$ cat config.mk
export PLATFORM = sky130hd
export DESIGN_NAME = vga_timing_gen
export DESIGN_NICKNAME = d
export VERILOG_FILES = /design/src/rtl/vga_timing_pkg.sv /design/src/rtl/pix_ce_div.sv /design/src/rtl/vga_timing_gen.sv
export SDC_FILE = /design/constraint.sdc
export NUM_CORES = 1
export LEC_CHECK = 0
export CAP_MARGIN = 10
export CORE_MARGIN = 4
export CORE_UTILIZATION = 50
export DETAILED_ROUTE_END_ITERATION = 16
export HOLD_SLACK_MARGIN = 0.03
export PLACE_DENSITY = 0.75
export SLEW_MARGIN = 40
export SYNTH_ARGS = -nofsm -noshare
export SYNTH_HDL_FRONTEND = slang
export SYNTH_SLANG_ARGS = --single-unit
$ cat constraint.sdc
create_clock -name clk -period 2.2 [get_ports clk]
set_input_delay 0.44 -clock clk [delete_from_list [all_inputs] [get_ports clk]]
set_output_delay 0.44 -clock clk [all_outputs]
set_load 0.05 [all_outputs]
$ cat src/rtl/vga_timing_pkg.sv
// Shared raster timing definitions for the VGA timing generator family.
// Holds the stock 640x480@60 and 800x600@60 porch/sync/active sets and a helper
// that sums one axis into its total line/frame length.
package vga_timing_pkg;

  // One axis (horizontal in pixels or vertical in lines) of a raster timing set.
  typedef struct packed {
    int active;
    int fp;
    int sync;
    int bp;
  } axis_timing_t;

  localparam axis_timing_t H_640X480 = '{active: 640, fp: 16, sync: 96,  bp: 48};
  localparam axis_timing_t V_640X480 = '{active: 480, fp: 10, sync: 2,   bp: 33};
  localparam axis_timing_t H_800X600 = '{active: 800, fp: 40, sync: 128, bp: 88};
  localparam axis_timing_t V_800X600 = '{active: 600, fp: 1,  sync: 4,   bp: 23};

  // Total period of one axis: visible region plus all blanking.
  function automatic int timing_total(input axis_timing_t t);
    return t.active + t.fp + t.sync + t.bp;
  endfunction

endpackage

$ cat src/rtl/pix_ce_div.sv
// Pixel-rate clock enable: one-clk ce pulse every CLK_DIV clks (constant 1 when CLK_DIV=1).
// Latency: after reset release the first ce is high during the CLK_DIV-th clk.
// Backpressure: none, free-running.
module pix_ce_div #(
  parameter int CLK_DIV = 4
) (
  input  logic clk,
  input  logic rst_n,
  output logic ce
);

  localparam int DW = (CLK_DIV > 1) ? $clog2(CLK_DIV) : 1;
  localparam logic [DW-1:0] DIV_LAST = DW'(CLK_DIV - 1);

  logic [DW-1:0] div;
  logic [DW-1:0] div_nxt;

  // Wrap the divider at CLK_DIV-1.
  always_comb begin
    div_nxt = (div == DIV_LAST) ? '0 : div + DW'(1);
  end

  // ce is registered as the decode of the next divider value, so it is high exactly while div==CLK_DIV-1.
  always_ff @(posedge clk) begin
    if (!rst_n) begin
      div <= '0;
      ce  <= (CLK_DIV == 1);
    end else begin
      div <= div_nxt;
      ce  <= (div_nxt == DIV_LAST);
    end
  end

endmodule

$ cat src/rtl/vga_timing_gen.sv
// Parametrised raster timing generator: sync, data enable, pixel coordinates, line/frame strobes.
// Latency: all outputs registered, updated on the pix_ce edge together with x/y; strobes 1 clk wide.
// Backpressure: none, free-running. Optional frame counter port enabled by `VGA_FRAME_CNT_EN.
module vga_timing_gen
  import vga_timing_pkg::*;
#(
  parameter int H_ACTIVE = H_640X480.active,
  parameter int H_FP     = H_640X480.fp,
  parameter int H_SYNC   = H_640X480.sync,
  parameter int H_BP     = H_640X480.bp,
  parameter int V_ACTIVE = V_640X480.active,
  parameter int V_FP     = V_640X480.fp,
  parameter int V_SYNC   = V_640X480.sync,
  parameter int V_BP     = V_640X480.bp,
  parameter int H_POL    = 0,
  parameter int V_POL    = 0,
  parameter int CLK_DIV  = 4,
  localparam int H_TOTAL = timing_total(axis_timing_t'{H_ACTIVE, H_FP, H_SYNC, H_BP}),
  localparam int V_TOTAL = timing_total(axis_timing_t'{V_ACTIVE, V_FP, V_SYNC, V_BP}),
  localparam int XW      = $clog2(H_TOTAL),
  localparam int YW      = $clog2(V_TOTAL)
) (
  input  logic          clk,
  input  logic          rst_n,
  output logic          pix_ce,
  output logic          hsync,
  output logic          vsync,
  output logic          de,
  output logic [XW-1:0] x,
  output logic [YW-1:0] y,
  output logic          line_start,
  output logic          frame_start
`ifdef VGA_FRAME_CNT_EN
  ,
  output logic [15:0]   frame_cnt
`endif
);

  if (H_ACTIVE < 1 || H_FP < 1 || H_SYNC < 1 || H_BP < 1 ||
      V_ACTIVE < 1 || V_FP < 1 || V_SYNC < 1 || V_BP < 1 || CLK_DIV < 1) begin : g_param_err
    $error("vga_timing_gen: every H_*/V_* timing value and CLK_DIV must be >= 1");
  end

  localparam logic [XW-1:0] X_LAST   = XW'(H_TOTAL - 1);
  localparam logic [XW-1:0] X_ACT    = XW'(H_ACTIVE);
  localparam logic [XW-1:0] HS_FIRST = XW'(H_ACTIVE + H_FP);
  localparam logic [XW-1:0] HS_LAST  = XW'(H_ACTIVE + H_FP + H_SYNC - 1);
  localparam logic [YW-1:0] Y_LAST   = YW'(V_TOTAL - 1);
  localparam logic [YW-1:0] Y_ACT    = YW'(V_ACTIVE);
  localparam logic [YW-1:0] VS_FIRST = YW'(V_ACTIVE + V_FP);
  localparam logic [YW-1:0] VS_LAST  = YW'(V_ACTIVE + V_FP + V_SYNC - 1);
  localparam logic          HS_ON    = (H_POL != 0);
  localparam logic          VS_ON    = (V_POL != 0);

  logic [XW-1:0] x_nxt;
  logic [YW-1:0] y_nxt;
  logic          de_nxt;
  logic          hs_act;
  logic          vs_act;

  pix_ce_div #(
    .CLK_DIV(CLK_DIV)
  ) u_pix_ce_div (
    .clk  (clk),
    .rst_n(rst_n),
    .ce   (pix_ce)
  );

  // Next raster position and its decode; registering the decode keeps x, y, de and syncs skew-free.
  always_comb begin
    x_nxt = x + XW'(1);
    y_nxt = y;
    if (x == X_LAST) begin
      x_nxt = '0;
      y_nxt = (y == Y_LAST) ? '0 : y + YW'(1);
    end
    de_nxt = (x_nxt < X_ACT) && (y_nxt < Y_ACT);
    hs_act = (x_nxt >= HS_FIRST) && (x_nxt <= HS_LAST);
    vs_act = (y_nxt >= VS_FIRST) && (y_nxt <= VS_LAST);
  end

  // Position/decode registers advance on pix_ce; strobes clear on every other clk so they stay 1 clk wide.
  always_ff @(posedge clk) begin
    if (!rst_n) begin
      x           <= X_LAST;
      y           <= Y_LAST;
      de          <= 1'b0;
      hsync       <= !HS_ON;
      vsync       <= !VS_ON;
      line_start  <= 1'b0;
      frame_start <= 1'b0;
    end else begin
      line_start  <= 1'b0;
      frame_start <= 1'b0;
      if (pix_ce) begin
        x           <= x_nxt;
        y           <= y_nxt;
        de          <= de_nxt;
        hsync       <= hs_act ? HS_ON : !HS_ON;
        vsync       <= vs_act ? VS_ON : !VS_ON;
        line_start  <= (x_nxt == '0);
        frame_start <= (x_nxt == '0) && (y_nxt == '0);
      end
    end
  end

`ifdef VGA_FRAME_CNT_EN
  // Count frames started; bumps on the clk after each frame_start pulse and wraps naturally.
  always_ff @(posedge clk) begin
    if (!rst_n) begin
      frame_cnt <= '0;
    end else if (frame_start) begin
      frame_cnt <= frame_cnt + 16'd1;
    end
  end
`endif

endmodule
==> metrics.yaml, run 1 <==
required_ns: 1.76
cts-buffers-inserted: 3
grt_antenna_before_repair: 0
cp.arrival_ns: 1.68
finalInstanceArea_um2: 2282
clk_latency_ns: 0.33
ant_nets: 0
status: "completed"
drt_iter0_drc: 140
area_growth_pct: 25.45
h-tree-depth: 1
routed_wl_um: 4612
grt-ovfl-total: 0
path_delay_family: "buffers and inverters"
first_pass_iters: 5
seqCellArea_um2: 574.3
max_stage_delay_ns: 0.85
nFillCells: 295
min_period_over_period: 0.9655
gp_congestion: 0.8774
intPower_w: 0.0007976
ys_seq_area_frac: 0.3081
drv_slew: 0
synth_cells: 230
grt.total_usage: 0.2121
core_area_um2: 3416
start_util: 0.5326
cts-root-buf: "clkbuf_4"
synth_compound_gate_area_share: 0.2001
end_kind: "output pin"
synth_adder_area_share: 0.04127
fin_nets: 274
num_vias: 1813
hold_violations: 0
setup_viol_count_final: 0
cap_violations: 0
ys_warn_count: 0
timing.fmax_mhz: 470.8
drive_above_1_share: 0.1774
clk_pin_slew_ns: 0.16
cp_max_fo: 6
grt_pass1_vias: 1558
placed_area_um2: 2223
p_seq_frac: 0.432
avgSynthCellArea_um2: 7.910
finClkSkew_ns: 0.007898
port-buffer-count: 27
multi_input_area_um2: 1159
synth.distinct_cells: 50
netlist_area_um2: 1819
p_total_w: 0.001291
row_count: 21
cts_tree: "done"
clockBufferDepth: 2
cts_sinks: 28
synth_async_sr_flop_share: 0
slew_headroom: 0.6587
drc_errors: 0
p_leak_nw: 1.008
fin_crit_ns: 2.124
grt-busiest-layer: "met1"
die_w_um: 68.32
via_per_inst: 5.830
grt_pass1_wl_um: 7624
synth_mux_area_frac: 0.01100
use_met3: 0.04762
ios: 28
max-vdd-ir-drop_mv: 0.4356
synth_edf_count: 0
p_per_area_nw_per_um2: 565.8
crit_chain: "clkdlybuf4s50_1"
setup.worst_path.start_class: "flip-flop"
dp_hpwl_um: 3300
synth_seq_cells: 28
wl_per_cell_um: 14.83
syn_nets: 238
p_sw_w: 0.0004935
post_cts_buffers: 0
place_inst: 307
die_area_um2: 4668
met1_usage: 0.3214
pwr-share-clk: 0.174
grt_max_degree: 22
die_h_um: 68.32
synth_top_family_by_area: "simple AND/OR/NAND/NOR gates"
antenna_cells: 0
worst_pin_slew_ns: 0.5103
cpMaxStageDelayCell: "clkdlybuf4s50_1"
synthSimpleGateAreaFrac: 0.2937
grt_util_met2: 0.3045
swShare: 0.3822
combPwrFrac: 0.395
synthXorXnorAreaFrac: 0.07703
critical_path_class: "reg -> out"
path_buf_inv: 1
hold_path.class: "reg -> reg"
layout.cells.non_filler: 311
synth_flop_cell: "dfxtp_1"
layer usage:
metal	share of wire	vias up
li1	-	897
met1	0.47	839
met2	0.45	75
met3	0.072	2
met4	0.0052	0
met5	0	-
cell usage after synthesis (2+ instances only):
cell type  instances  area (um2)
dfxtp_1           28       560.5
nand2_1           26       97.59
nand3_1           14       70.07
o21ai_0           14       70.07
nor2_1            12       45.04
a21oi_1           10       50.05
inv_1              9       33.78
xnor2_1            9       78.83
clkbuf_1           8       30.03
and2_1             7       43.79
nor3_1             7       35.03
xor2_1             7       61.31
a31oi_1            6       37.54
ha_1               6       75.07
nand4_1            6       37.54
a2111oi_0          4       35.03
and3_1             4       25.02
buf_2              4       20.02
nor2b_1            4       25.02
or4_1              3       22.52
a211oi_1           2       15.01
a22oi_1            2       15.01
buf_4              2       15.01
buf_6              2       22.52
mux2i_1            2       20.02
nor3b_1            2       15.01
nor3b_2            2       25.02
nor4_1             2       12.51
o211a_1            2       20.02
o211ai_1           2       15.01
o31ai_1            2       15.01
or3_1              2       12.51
layout make-up:
type                            instances  share of cell area
Multi-Input combinational cell        176              0.5077
Sequential cell                        28              0.2516
Clock inverter                          1            0.001645
Tap cell                               46             0.02522
Inverter                                9             0.01480
Timing Repair Buffer                   48              0.1891
Clock buffer                            3            0.009868
state kept, by name (all words and copies together) (netlist names):
name,cells
frame_start,1
u_pix_ce_div.div,2
y,10
vsync,1
de,1
line_start,1
u_pix_ce_div.ce,1
x,10
hsync,1
path summary, 6_finish.rpt:
check,start,endpoint,slack [ns],cells past startpoint
worst max register to register,x[0],frame_start,0.11,7
worst max-delay path,y[5],y[5],0.08,1
worst min register to register,u_pix_ce_div.div[0],u_pix_ce_div.div[0],0.46,1
worst min-delay path,u_pix_ce_div.div[0],u_pix_ce_div.div[0],0.46,1
power by group through the flow:
| stage | clock, W | sequential [W] | combinational (W) |
|---|---|---|---|
| final | 0.000224 | 0.000557 | 0.000510 |
| after global routing | 0.000247 | 0.000560 | 0.000555 |
| after CTS | 0.000225 | 0.000556 | 0.000486 |
| after detailed placement | 0 | 0.000567 | 0.000484 |
| after global placement | 0 | 0.000567 | 0.000478 |
| after floorplan | 0 | 0.000622 | 0.000317 |
what timing repair did:
action                     CTS  global route
gates resized for setup      1            12
hold buffers                 0             0
setup endpoints to repair    1            14
hold endpoints to repair     0             0
cells in the final DEF, fill, tap and decap left out, types with 3 or more instances in the layout:
cell type	synthesis	layout
nand4_1	6	6
ha_1	6	6
clkbuf_4	0	3
nand3_1	14	14
inv_1	9	9
and3_1	4	3
xnor2_1	9	8
nand2_1	26	26
nor3_1	7	7
buf_4	2	25
a21oi_1	10	10
nor2_1	12	11
o21ai_0	14	14
and2_1	7	7
a31oi_1	6	6
or4_1	3	3
nor2b_1	4	4
clkdlybuf4s50_1	0	16
xor2_1	7	7
dlymetal6s2s_1	0	6
dfxtp_2	0	5
dfxtp_1	28	21
kinds of logic after synthesis:
group / after synthesis
multiplexers: 2
XOR/XNOR: 16
buffers and inverters: 26
AND/OR/NAND/NOR: 98
flip-flops: 28
adder cells (fa/ha/maj): 6
AO/OA/AOI/OAI: 54
per-stage QoR:
step / hold slack (ns) / TNS (ns) / utilization / setup WS (ns)
global route: 0.4891 / -0.01223 / 0.6681 / -0.01223
finish: 0.4590 / 0 / 0.6681 / 0.07584
detailed placement: 0.4446 / 0 / 0.6509 / 0.05766
global placement: 0.4350 / 0 / 0.6509 / 0.1282
floorplan: 0.4240 / 0 / - / 0.009475
CTS: 0.4638 / 0 / 0.6582 / 0.007864
Note: power is estimated with default switching activity, not from simulation.
==> run 2, diff against run 1 <==
--- a/config.mk
+++ b/config.mk
@@ -6,6 +6,7 @@
 export NUM_CORES = 1
 export LEC_CHECK = 0
 export CAP_MARGIN = 10
+export CORE_ASPECT_RATIO = 0.7
 export CORE_MARGIN = 4
 export CORE_UTILIZATION = 50
 export DETAILED_ROUTE_END_ITERATION = 16
==> run 2 against run 1 <==
Net effect: final cell count increased by 4.5%; first-iteration DRC count is 3.6% lower; highest routed layer unchanged; non-clock buffer count is 10 higher; critical endpoint is now frame_start.
==> metrics.yaml, run 2 (synthesized netlist as in run 1, its figures left out) <==
status: "completed"
setup_viol_count_final: 0  # unchanged
critical_path_class: "reg -> reg"
drv_slew: 0  # unchanged
crit_chain: "ha_1, and4_1, and3_4, buf_4, or4_1, o31ai_1, nand4_1, and4bb_1"
start_util: 0.5178  # -0.01479
clk_latency_ns: 0.28  # -0.05 ns
antenna_cells: 0  # unchanged
first_pass_iters: 4  # -1
intPower_w: 0.0008750  # +9.7%
p_seq_frac: 0.404  # -0.028
r2r_cells: 8  # +1
num_vias: 1853  # +2.2%
min_period_over_period: 0.9584  # -0.007103
gp_congestion: 1.043  # +19%
fin_hold_ws_ns: 0.4555  # -0.003411 ns
die_h_um: 58.47  # -14%
routed_wl_um: 4802  # +4.1%
cap_violations: 0  # unchanged
finalInstanceArea_um2: 2364  # +3.6%
reg.largest.list: "x (10), y (10), u_pix_ce_div.div (2)"
slew_headroom: 0.6621  # +0.003346
cp.arrival_ns: 2.34  # +0.66 ns
clockBufferDepth: 2  # unchanged
cts-root-buf: "clkbuf_8"
cts-buffers-inserted: 3  # unchanged
area_growth_pct: 29.92
max_stage_delay_ns: 0.40  # -0.45 ns
finClkSkew_ns: 0.01073  # +0.002828 ns
worst_pin_slew_ns: 0.5053  # -0.005003 ns
grt_antenna_before_repair: 0  # unchanged
port-buffer-count: 27  # unchanged
via_per_inst: 5.702  # -2.2%
p_per_area_nw_per_um2: 583.2  # +3.1%
drt_iter0_drc: 135  # -3.6%
swShare: 0.3652  # -0.01702
fin_util: 0.6727  # +0.004589
core_area_um2: 3513  # +2.9%
timing.fmax_mhz: 474.3  # +0.74%
hold_path.class: "reg -> reg"
drc_errors: 0  # unchanged
tns_ns: 0  # unchanged
h-tree-depth: 1  # unchanged
dp_worst_setup_slack_ns: 0.02340  # -0.03426 ns
grt_max_degree: 16  # -27%
pwr-share-clk: 0.213  # +0.039
ant_nets: 0  # unchanged
wl_per_cell_um: 14.78  # -0.37%
nFillCells: 316  # +7.1%
setup.worst_path.start_class: "flip-flop"
grt_pass1_vias: 1617  # +3.8%
combPwrFrac: 0.383  # -0.012
crit_cells: 8  # +7
wl_met2_um: 1891  # -8.6%
placed_area_um2: 2296  # +3.3%
cts_tree: "done"
drive_above_1_share: 0.2000  # +0.02264
fin_crit_ns: 2.109  # -0.01563 ns
cp_max_fo: 11  # +5
p_sw_w: 0.0005035  # +2.0%
final_cell_mix: "buf_4 (35), nand2_1 (26), dfxtp_1 (21)"
drt-met1-wl_um: 2479  # +14%
grt.total_usage: 0.2154  # +0.003289
row_count: 18  # -14%
max-vdd-ir-drop_mv: 0.4295  # -1.4%
hold_violations: 0  # unchanged
highest_layer: "met4"
path_delay_family: "simple AND/OR/NAND/NOR gates"
ios: 28  # unchanged
p_leak_nw: 0.9958  # -1.2%
rsz0062_at_grt: "no"
grt-ovfl-total: 0  # unchanged
grt_pass1_wl_um: 7976  # +4.6%
dp_hpwl_um: 3629  # +10%
worst_slack_ns: 0.09147  # +0.01563 ns
final_common_cell: "buf_4"
cts_sinks: 28  # unchanged
die_area_um2: 4683  # +0.32%
end_kind: "flip-flop"
clk_pin_slew_ns: 0.10  # -0.06 ns
path_buf_inv: 1  # unchanged
cpMaxStageDelayCell: "or4_1"
die_w_um: 80.10  # +17%
holdPathStages: 1  # unchanged
fin_nets: 284  # +3.6%
wl_met3_um: 351  # +5.1%
required_ns: 2.43  # +0.67 ns
==> run 2: cell count changes in the layout (fill, tap and decap cells not counted), sizes merged <==
cell,previous run,this run
clkdlybuf4s50,16,20
dlymetal6s2s,6,2
clkbuf,3,4
buf,25,35
clkinv,1,0
==> run 2: worst paths after layout <==
| check | slack (ns) | start | to |
|---|---|---|---|
| setup reg to reg | 0.09 | x[0] | frame_start |
| setup / recovery | 0.09 | x[0] | frame_start |
| hold / removal | 0.46 | u_pix_ce_div.div[0] | u_pix_ce_div.div[0] |
| hold reg to reg | 0.46 | u_pix_ce_div.div[0] | u_pix_ce_div.div[0] |
==> run 2: layer usage <==
metal / vias up / track usage
met5: - / 0
met4: 0 / 0.07229
met3: 12 / 0.04893
met2: 87 / 0.2830
met1: 837 / 0.3380
li1: 917 / -
==> run 2: worst reg2reg max path, stage by stage (launching register included) <==
cell and delay (ns):
dfxtp_4 0.37, ha_1 0.20, and4_1 0.22, and3_4 0.20, buf_4 0.16, or4_1 0.40
o31ai_1 0.10, nand4_1 0.13, and4bb_1 0.28
==> run 2: cell type report <==
cell class / count / area, um2 / area share
Sequential cell: 28 / 574.3 / 0.2430
Clock buffer: 4 / 45.04 / 0.01906
Tap cell: 50 / 62.56 / 0.02647
Multi-Input combinational cell: 176 / 1151 / 0.4870
Inverter: 9 / 33.78 / 0.01429
Timing Repair Buffer: 58 / 496.7 / 0.2102
==> run 2: power groups by stage <==
stage	Combinational (W)	Clock (W)	Sequential, W
floorplan	0.000317	0	0.000622
global placement	0.000503	0	0.000566
detailed placement	0.000505	0	0.000567
CTS	0.000509	0.000308	0.000556
global route	0.000573	0.000324	0.000561
finish	0.000529	0.000293	0.000557
==> run 2: repair_timing <==
action | in CTS | in global routing
setup buffers | 0 | 1
hold buffers | 0 | 0
resized for setup | 2 | 5
endpoints found under the setup margin | 2 | 4
gates cloned | 0 | 0
==> run 2: metrics by stage <==
stage	instances	power [W]
2_1_floorplan	230	0.0009384
3_3_place_gp	320	0.001070
3_5_place_dp	320	0.001072
4_1_cts	324	0.001372
5_1_grt	325	0.001457
6_report	325	0.001379
